File: config.mk
export PLATFORM = sky130hd
export DESIGN_NAME = smem_bck_scheduler
export DESIGN_NICKNAME = d
export VERILOG_FILES = /design/src/rtl/smem_bck_scheduler.sv
export SDC_FILE = /design/constraint.sdc
export NUM_CORES = 1
export LEC_CHECK = 0
export BUFFER_PORTS_ARGS = -buffer_cell sky130_fd_sc_hd__buf_2
export CAP_MARGIN = 20
export CORE_MARGIN = 4
export CORE_UTILIZATION = 51
export CTS_BUF_LIST = sky130_fd_sc_hd__clkbuf_16
export DETAILED_ROUTE_END_ITERATION = 7
export GPL_ROUTABILITY_DRIVEN = 1
export PLACE_DENSITY_LB_ADDON = 0.2
export SLEW_MARGIN = 10
export SYNTH_ARGS = -nofsm -noshare
export SYNTH_HDL_FRONTEND = slang
export SYNTH_SLANG_ARGS = --single-unit
File: constraint.sdc
create_clock -name clk -period 4.48 [get_ports clk]
set_input_delay 0.448 -clock clk [delete_from_list [all_inputs] [get_ports clk]]
set_output_delay 0.448 -clock clk [all_outputs]
set_load 0.02 [all_outputs]
File: src/rtl/smem_bck_scheduler.sv
// -----------------------------------------------------------------------------
// smem_bck_scheduler
//
// Ring-slot scheduler for the backward-extension pipeline. Each cycle it
// chooses what enters stage 2: a new read (BCK_INI), a recirculating live
// token (BCK_RUN) or a BUBBLE. New reads are admitted under an in-flight
// credit limit. A read is retired when its token comes back from the ring
// tail with finish_sign set.
//
// Ports
//   clk, rst             clock; synchronous active-low reset
//   stall                freezes every register and blocks admission
//   sched_en             admission enable (low = drain mode)
//   in_valid/in_ready    new-read handshake (in_ready is combinational)
//   in_read_num          read index of the offered read
//   in_forward_size      forward-phase size of the offered read
//   ret_status           status of the token returning from the ring tail
//   ret_finish           finish_sign of the returning token
//   ret_read_num         read index of the returning token
//   out_*                registered fields injected into stage 2
//   done_valid/read_num  registered one-cycle retire report
//   inflight             reads currently in the ring
//   retired_cnt          total retirements (wraps at 2^16)
//   idle                 no reads in flight and last issued slot was BUBBLE
// -----------------------------------------------------------------------------
module smem_bck_scheduler #(
   parameter int MAX_INFLIGHT = 8,
   parameter int CNT_W        = 7
) (
   input  logic             clk,
   input  logic             rst,
   input  logic             stall,
   input  logic             sched_en,
   input  logic             in_valid,
   output logic             in_ready,
   input  logic [8:0]       in_read_num,
   input  logic [6:0]       in_forward_size,
   input  logic [5:0]       ret_status,
   input  logic             ret_finish,
   input  logic [8:0]       ret_read_num,
   output logic [5:0]       out_status,
   output logic [8:0]       out_read_num,
   output logic             out_inject,
   output logic [6:0]       out_forward_size_n,
   output logic [6:0]       out_backward_i,
   output logic [6:0]       out_backward_j,
   output logic             done_valid,
   output logic [8:0]       done_read_num,
   output logic [CNT_W-1:0] inflight,
   output logic [15:0]      retired_cnt,
   output logic             idle
);

   localparam logic [5:0]       BCK_INI = 6'h04;
   localparam logic [5:0]       BCK_RUN = 6'h05;
   localparam logic [5:0]       BUBBLE  = 6'h30;
   localparam logic [CNT_W-1:0] MAX_CNT = CNT_W'(MAX_INFLIGHT);
   localparam logic [CNT_W-1:0] CNT_ONE = CNT_W'(1);

   // Start position of the backward phase: last forward index, never below 0.
   function automatic logic [6:0] backward_start(input logic [6:0] fsize);
      if (fsize == 7'd0) begin
         return 7'd0;
      end else begin
         return fsize - 7'd1;
      end
   endfunction

   logic             ret_live_s;
   logic             ret_retire_s;
   logic             retire_ok_s;
   logic             cap_ok_s;
   logic             inject_s;

   logic [5:0]       out_status_q,         out_status_d;
   logic [8:0]       out_read_num_q,       out_read_num_d;
   logic             out_inject_q,         out_inject_d;
   logic [6:0]       out_forward_size_n_q, out_forward_size_n_d;
   logic [6:0]       out_backward_i_q,     out_backward_i_d;
   logic             done_valid_q,         done_valid_d;
   logic [8:0]       done_read_num_q,      done_read_num_d;
   logic [CNT_W-1:0] inflight_q,           inflight_d;
   logic [15:0]      retired_cnt_q,        retired_cnt_d;
   logic             idle_q,               idle_d;

   // Classify the returning token; finish_sign only matters on BCK_RUN.
   always_comb begin
      ret_live_s   = 1'b0;
      ret_retire_s = 1'b0;
      case (ret_status)
         BCK_INI: begin
            ret_live_s = 1'b1;
         end
         BCK_RUN: begin
            if (ret_finish) begin
               ret_retire_s = 1'b1;
            end else begin
               ret_live_s = 1'b1;
            end
         end
         default: begin
            ret_live_s   = 1'b0;
            ret_retire_s = 1'b0;
         end
      endcase
   end

   // A retire with nothing in flight is bogus and must not touch the counters.
   assign retire_ok_s = ret_retire_s & (inflight_q != {CNT_W{1'b0}});
   // A same-cycle retire hands its credit straight to the new read.
   assign cap_ok_s    = (inflight_q < MAX_CNT) | retire_ok_s;
   assign in_ready    = ~stall & sched_en & ~ret_live_s & cap_ok_s;
   assign inject_s    = in_valid & in_ready;

   // Next-state: slot selection, retire report and accounting.
   always_comb begin
      out_status_d         = out_status_q;
      out_read_num_d       = out_read_num_q;
      out_inject_d         = out_inject_q;
      out_forward_size_n_d = out_forward_size_n_q;
      out_backward_i_d     = out_backward_i_q;
      done_valid_d         = done_valid_q;
      done_read_num_d      = done_read_num_q;
      inflight_d           = inflight_q;
      retired_cnt_d        = retired_cnt_q;

      if (!stall) begin
         if (ret_live_s) begin
            out_status_d         = BCK_RUN;
            out_read_num_d       = ret_read_num;
            out_inject_d         = 1'b0;
            out_forward_size_n_d = 7'd0;
            out_backward_i_d     = 7'd0;
         end else if (inject_s) begin
            out_status_d         = BCK_INI;
            out_read_num_d       = in_read_num;
            out_inject_d         = 1'b1;
            out_forward_size_n_d = in_forward_size;
            out_backward_i_d     = backward_start(in_forward_size);
         end else begin
            out_status_d         = BUBBLE;
            out_read_num_d       = 9'd0;
            out_inject_d         = 1'b0;
            out_forward_size_n_d = 7'd0;
            out_backward_i_d     = 7'd0;
         end

         done_valid_d = retire_ok_s;
         if (retire_ok_s) begin
            done_read_num_d = ret_read_num;
            retired_cnt_d   = retired_cnt_q + 16'd1;
         end else begin
            done_read_num_d = 9'd0;
            retired_cnt_d   = retired_cnt_q;
         end

         case ({inject_s, retire_ok_s})
            2'b10:   inflight_d = inflight_q + CNT_ONE;
            2'b01:   inflight_d = inflight_q - CNT_ONE;
            default: inflight_d = inflight_q;
         endcase
      end else begin
         done_valid_d = done_valid_q;
      end

      // Derived from the next values so it stays consistent across stalls.
      idle_d = (inflight_d == {CNT_W{1'b0}}) && (out_status_d == BUBBLE);
   end

   // State registers with synchronous active-low reset.
   always_ff @(posedge clk) begin
      if (!rst) begin
         out_status_q         <= BUBBLE;
         out_read_num_q       <= 9'd0;
         out_inject_q         <= 1'b0;
         out_forward_size_n_q <= 7'd0;
         out_backward_i_q     <= 7'd0;
         done_valid_q         <= 1'b0;
         done_read_num_q      <= 9'd0;
         inflight_q           <= {CNT_W{1'b0}};
         retired_cnt_q        <= 16'd0;
         idle_q               <= 1'b1;
      end else begin
         out_status_q         <= out_status_d;
         out_read_num_q       <= out_read_num_d;
         out_inject_q         <= out_inject_d;
         out_forward_size_n_q <= out_forward_size_n_d;
         out_backward_i_q     <= out_backward_i_d;
         done_valid_q         <= done_valid_d;
         done_read_num_q      <= done_read_num_d;
         inflight_q           <= inflight_d;
         retired_cnt_q        <= retired_cnt_d;
         idle_q               <= idle_d;
      end
   end

   assign out_status         = out_status_q;
   assign out_read_num       = out_read_num_q;
   assign out_inject         = out_inject_q;
   assign out_forward_size_n = out_forward_size_n_q;
   assign out_backward_i     = out_backward_i_q;
   assign out_backward_j     = 7'd0;
   assign done_valid         = done_valid_q;
   assign done_read_num      = done_read_num_q;
   assign inflight           = inflight_q;
   assign retired_cnt        = retired_cnt_q;
   assign idle               = idle_q;

endmodule

==> summary.txt <==
Clock network
  • CTS tree: done
  • CTS Buf Count: 9
  • Worst-skew pair later-pin latency: 0.32 ns
  • Postcts setup bufs: 0
  • Clock Tree Buf Depth: 2
  • Clock sinks: 64
  • H-Tree Depth: 3
  • Clock transition at path regs: ~0.050 ns
  • Root Buffer: clkbuf_16
  • # resized after CTS: 0
  • CTS Hold Bufs: 0

Route
  • Final wirelength: between 7000 and 8000 microns
  • Routed len/inst: 14.3 microns
  • First-pass iteration count of the detailed router: 5
  • Vias: 2919
  • 1st-iter DRT viols: 139
  • Routed Antenna Nets: 0
  • Via-per-instance ratio: approximately 5.3
  • DRC: 0

Global route
  • Largest net degree at the start of global routing: 63
  • Initial antenna violation count: 0
  • Grt ovf: 0
  • Gr usage total: 0.207
  • Number of global-route vias before repair: 2736
  • First-pass GRT wire length: 12700 microns

Outcome
  • Status: completed

Layout
  • # nets final: 514
  • Final Cell Area: 4000 sq um
  • Area Growth Syn to Fin: 22.6%
  • Layout fillers: 517
  • Share of cells above drive strength 1: 0.272
  • Finished Layout Cells: approximately 550
  • ANT cells: 0

Yosys
  • Area leader, netlist: dfxtp_1
  • Synthesized area per cell: 8.56 sq um
  • Compound-Gate Fraction of Synth Area: 0.170
  • Main area contributors after synthesis: dfxtp_1 39%, nand2_1 6.0%, and2_1 5.9%
  • Share of synthesized registers carrying an async set or reset: 0
  • Yosys warnings: 0
  • Yosys cell types: 58
  • Xor/xnor cell area share of the yosys netlist: 0.0618
  • Post-Synth Simple-Gate Area: 0.288
  • Synthesized-area fraction occupied by adder cells: 0.0230
  • Largest family of logic cells by synthesized area: simple AND/OR/NAND/NOR gates
  • Most common flop cell mapped by yosys: dfxtp_1
  • Post-Synthesis Cells: 381
  • Number of synthesized flops with an enable pin: 0
  • Seq/Total Area, Yosys: 0.393
  • Post-synthesis cell area: 3260 sq um
  • Mux cell area share after synthesis: 0.00307
  • Seq cells post-synth: 64
  • Share of the synthesized area in the top cell type: 0.393

STA
  • Tmin final: 3.50 ns
  • Worst-margin pin slew: roughly 0.85 ns
  • # setup viols final: 0
  • Period utilization: 0.781
  • RSZ-0062 raised after global routing: false
  • Setup ws final: ~1 ns
  • Final Hold Fails: 0
  • F_max: 0.286 GHz
  • Skew final: 0.00853 ns
  • Max transition margin: 0.431
  • Total negative setup slack: 0 ns
  • Pins Over Slew Limit: 0

Floorplan
  • Die area: 7740 sq um
  • Die width: 88.0 microns
  • CORE AREA: 6060 sq um
  • Starting Density: 0.538
  • Row count: 28
  • I/O pins: 109
  • Die Ht: about 88 microns

Power
  • Power per standard cell area: 317 nW/um^2
  • PnR Total Power: 1.27 mW
  • VDD IR max: 0.000252 V
  • Lkg Pwr: between 1.5 and 2 nW

Critical path
  • Critical Path Start Type: register
  • CP max FO: 17
  • Crit end category: register
  • CP cell instances: nor4_4, o21ai_1, a211oi_2, inv_1, ha_1, buf_4, xor2_1, ha_1, inv_1, o21ai_0, a2111oi_0, xnor2_1, nand4_1, o41ai_1
  • Crit Path Category: reg2reg
  • Slowest cell on the critical path: a2111oi_0
  • Worst EP required: ~4.7 ns
  • Biggest cell delay along the critical path: ~0.52 ns
  • Critical Path AT: 3.71 ns

Run
  • Max-capacitance violation count: 0

Placed design
  • Post-Place Cells: about 540
  • DP Wirelength: around 5500 microns
  • Final GP Congestion: 0.883
  • Placed Area: 3750 sq um
  • Pre-CTS setup slack: 0.932 ns
  • Port Buf Inserts: 101

Hold path
  • HP Class: in2reg
kinds of logic after synthesis:
family / count (synthesis)
other: 1
and+or+nand+nor: 165
DFF: 64
muxes: 1
AOI/OAI and AO/OA: 80
xor gates and xnor gates: 23
buffers and inverters: 41
adders and majority gates: 6
registers in the layout (all words and copies together) (netlist names):
register	cells
retired_cnt	16
done_read_num	9
out_read_num	9
inflight	7
out_backward_i	7
out_forward_size_n	7
out_status	6
done_valid	1
idle	1
out_inject	1
stage by stage:
stage	util	hold slack (ns)
after floorplan	-	0.537
after global placement	0.619	0.466
after detailed placement	0.619	0.463
after CTS	0.660	0.399
after global routing	0.660	0.427
final	0.660	0.407
final timing paths:
check,start,endpoint,slack (ns),cells past startpoint
worst max-delay path,inflight[5]$_SDFF_PN0_,idle$_SDFF_PN1_,0.98,14
worst min-delay path,in_read_num[1],out_read_num[1]$_SDFFE_PN0N_,0.41,3
worst max register to register,inflight[5]$_SDFF_PN0_,idle$_SDFF_PN1_,0.98,14
worst min register to register,out_status[4]$_SDFF_PN1_,out_status[4]$_SDFF_PN1_,0.47,2
critical path, delay by kind of cell, from the launching register on:
family                   cells  cell delay (ns)
AO/OA/AOI/OAI                5             1.26
flip-flops                   1             0.40
adder cells (fa/ha/maj)      2             0.45
XOR/XNOR                     2             0.36
buffers and inverters        3             0.35
AND/OR/NAND/NOR              2             0.57
routing by layer:
metal,global-route usage,share of wire,wire length [microns]
met3,0.0583,0.071,555
met2,0.338,0.46,3640
met4,0.0809,0.013,99
met1,0.257,0.45,3550
met5,0,0,0
cell usage after synthesis, types with 4 or more instances:
library cell   n
nor4_1         4
xor2_1         9
nand2_1       52
ha_1           6
dfxtp_1       64
and2_1        31
clkbuf_1      16
a222oi_1       9
inv_1          9
o21ai_1        6
buf_2          8
buf_4          8
nand3_1        7
nor3_2         4
xnor2_1       14
nor2b_1       27
nor3_1         4
nor2_1         8
a21oi_1       13
and3_1         5
a22oi_1        8
o21ai_0       20
placed cells by master, fill, tap and decap left out, drive strengths merged, types with 3 or more instances in the layout:
master / instances
nor3b: 3
o21ai: 26
xnor2: 14
dfxtp: 64
a211oi: 5
a222oi: 9
and3: 5
nor3: 8
nand2b: 3
or3: 3
conb: 7
a21oi: 14
nand2: 53
a22oi: 8
xor2: 9
buf: 105
nand3: 7
ha: 6
nor2: 8
a21boi: 5
clkbuf: 9
and2: 31
nor2b: 27
nand4: 4
nor4: 5
inv: 12
layout make-up:
type                    count  area [sq um]  area share
multi-input cells         282          1810       0.452
flip-flops and latches     64          1280       0.320
repair buffers            105           536       0.134
well taps                  75          93.8      0.0235
inverters                   9          33.8     0.00845
clock inverters             5          20.0     0.00501
clock buffers               9           225      0.0563
report_power, final:
part,switching (mW),internal (mW),leakage [nW],total (mW)
Combinational,0.0637,0.0391,1.10,0.103
Clock,0.223,0.358,0.132,0.581
Sequential,0.00529,0.579,0.518,0.584
(Power assumes the default switching activity.)
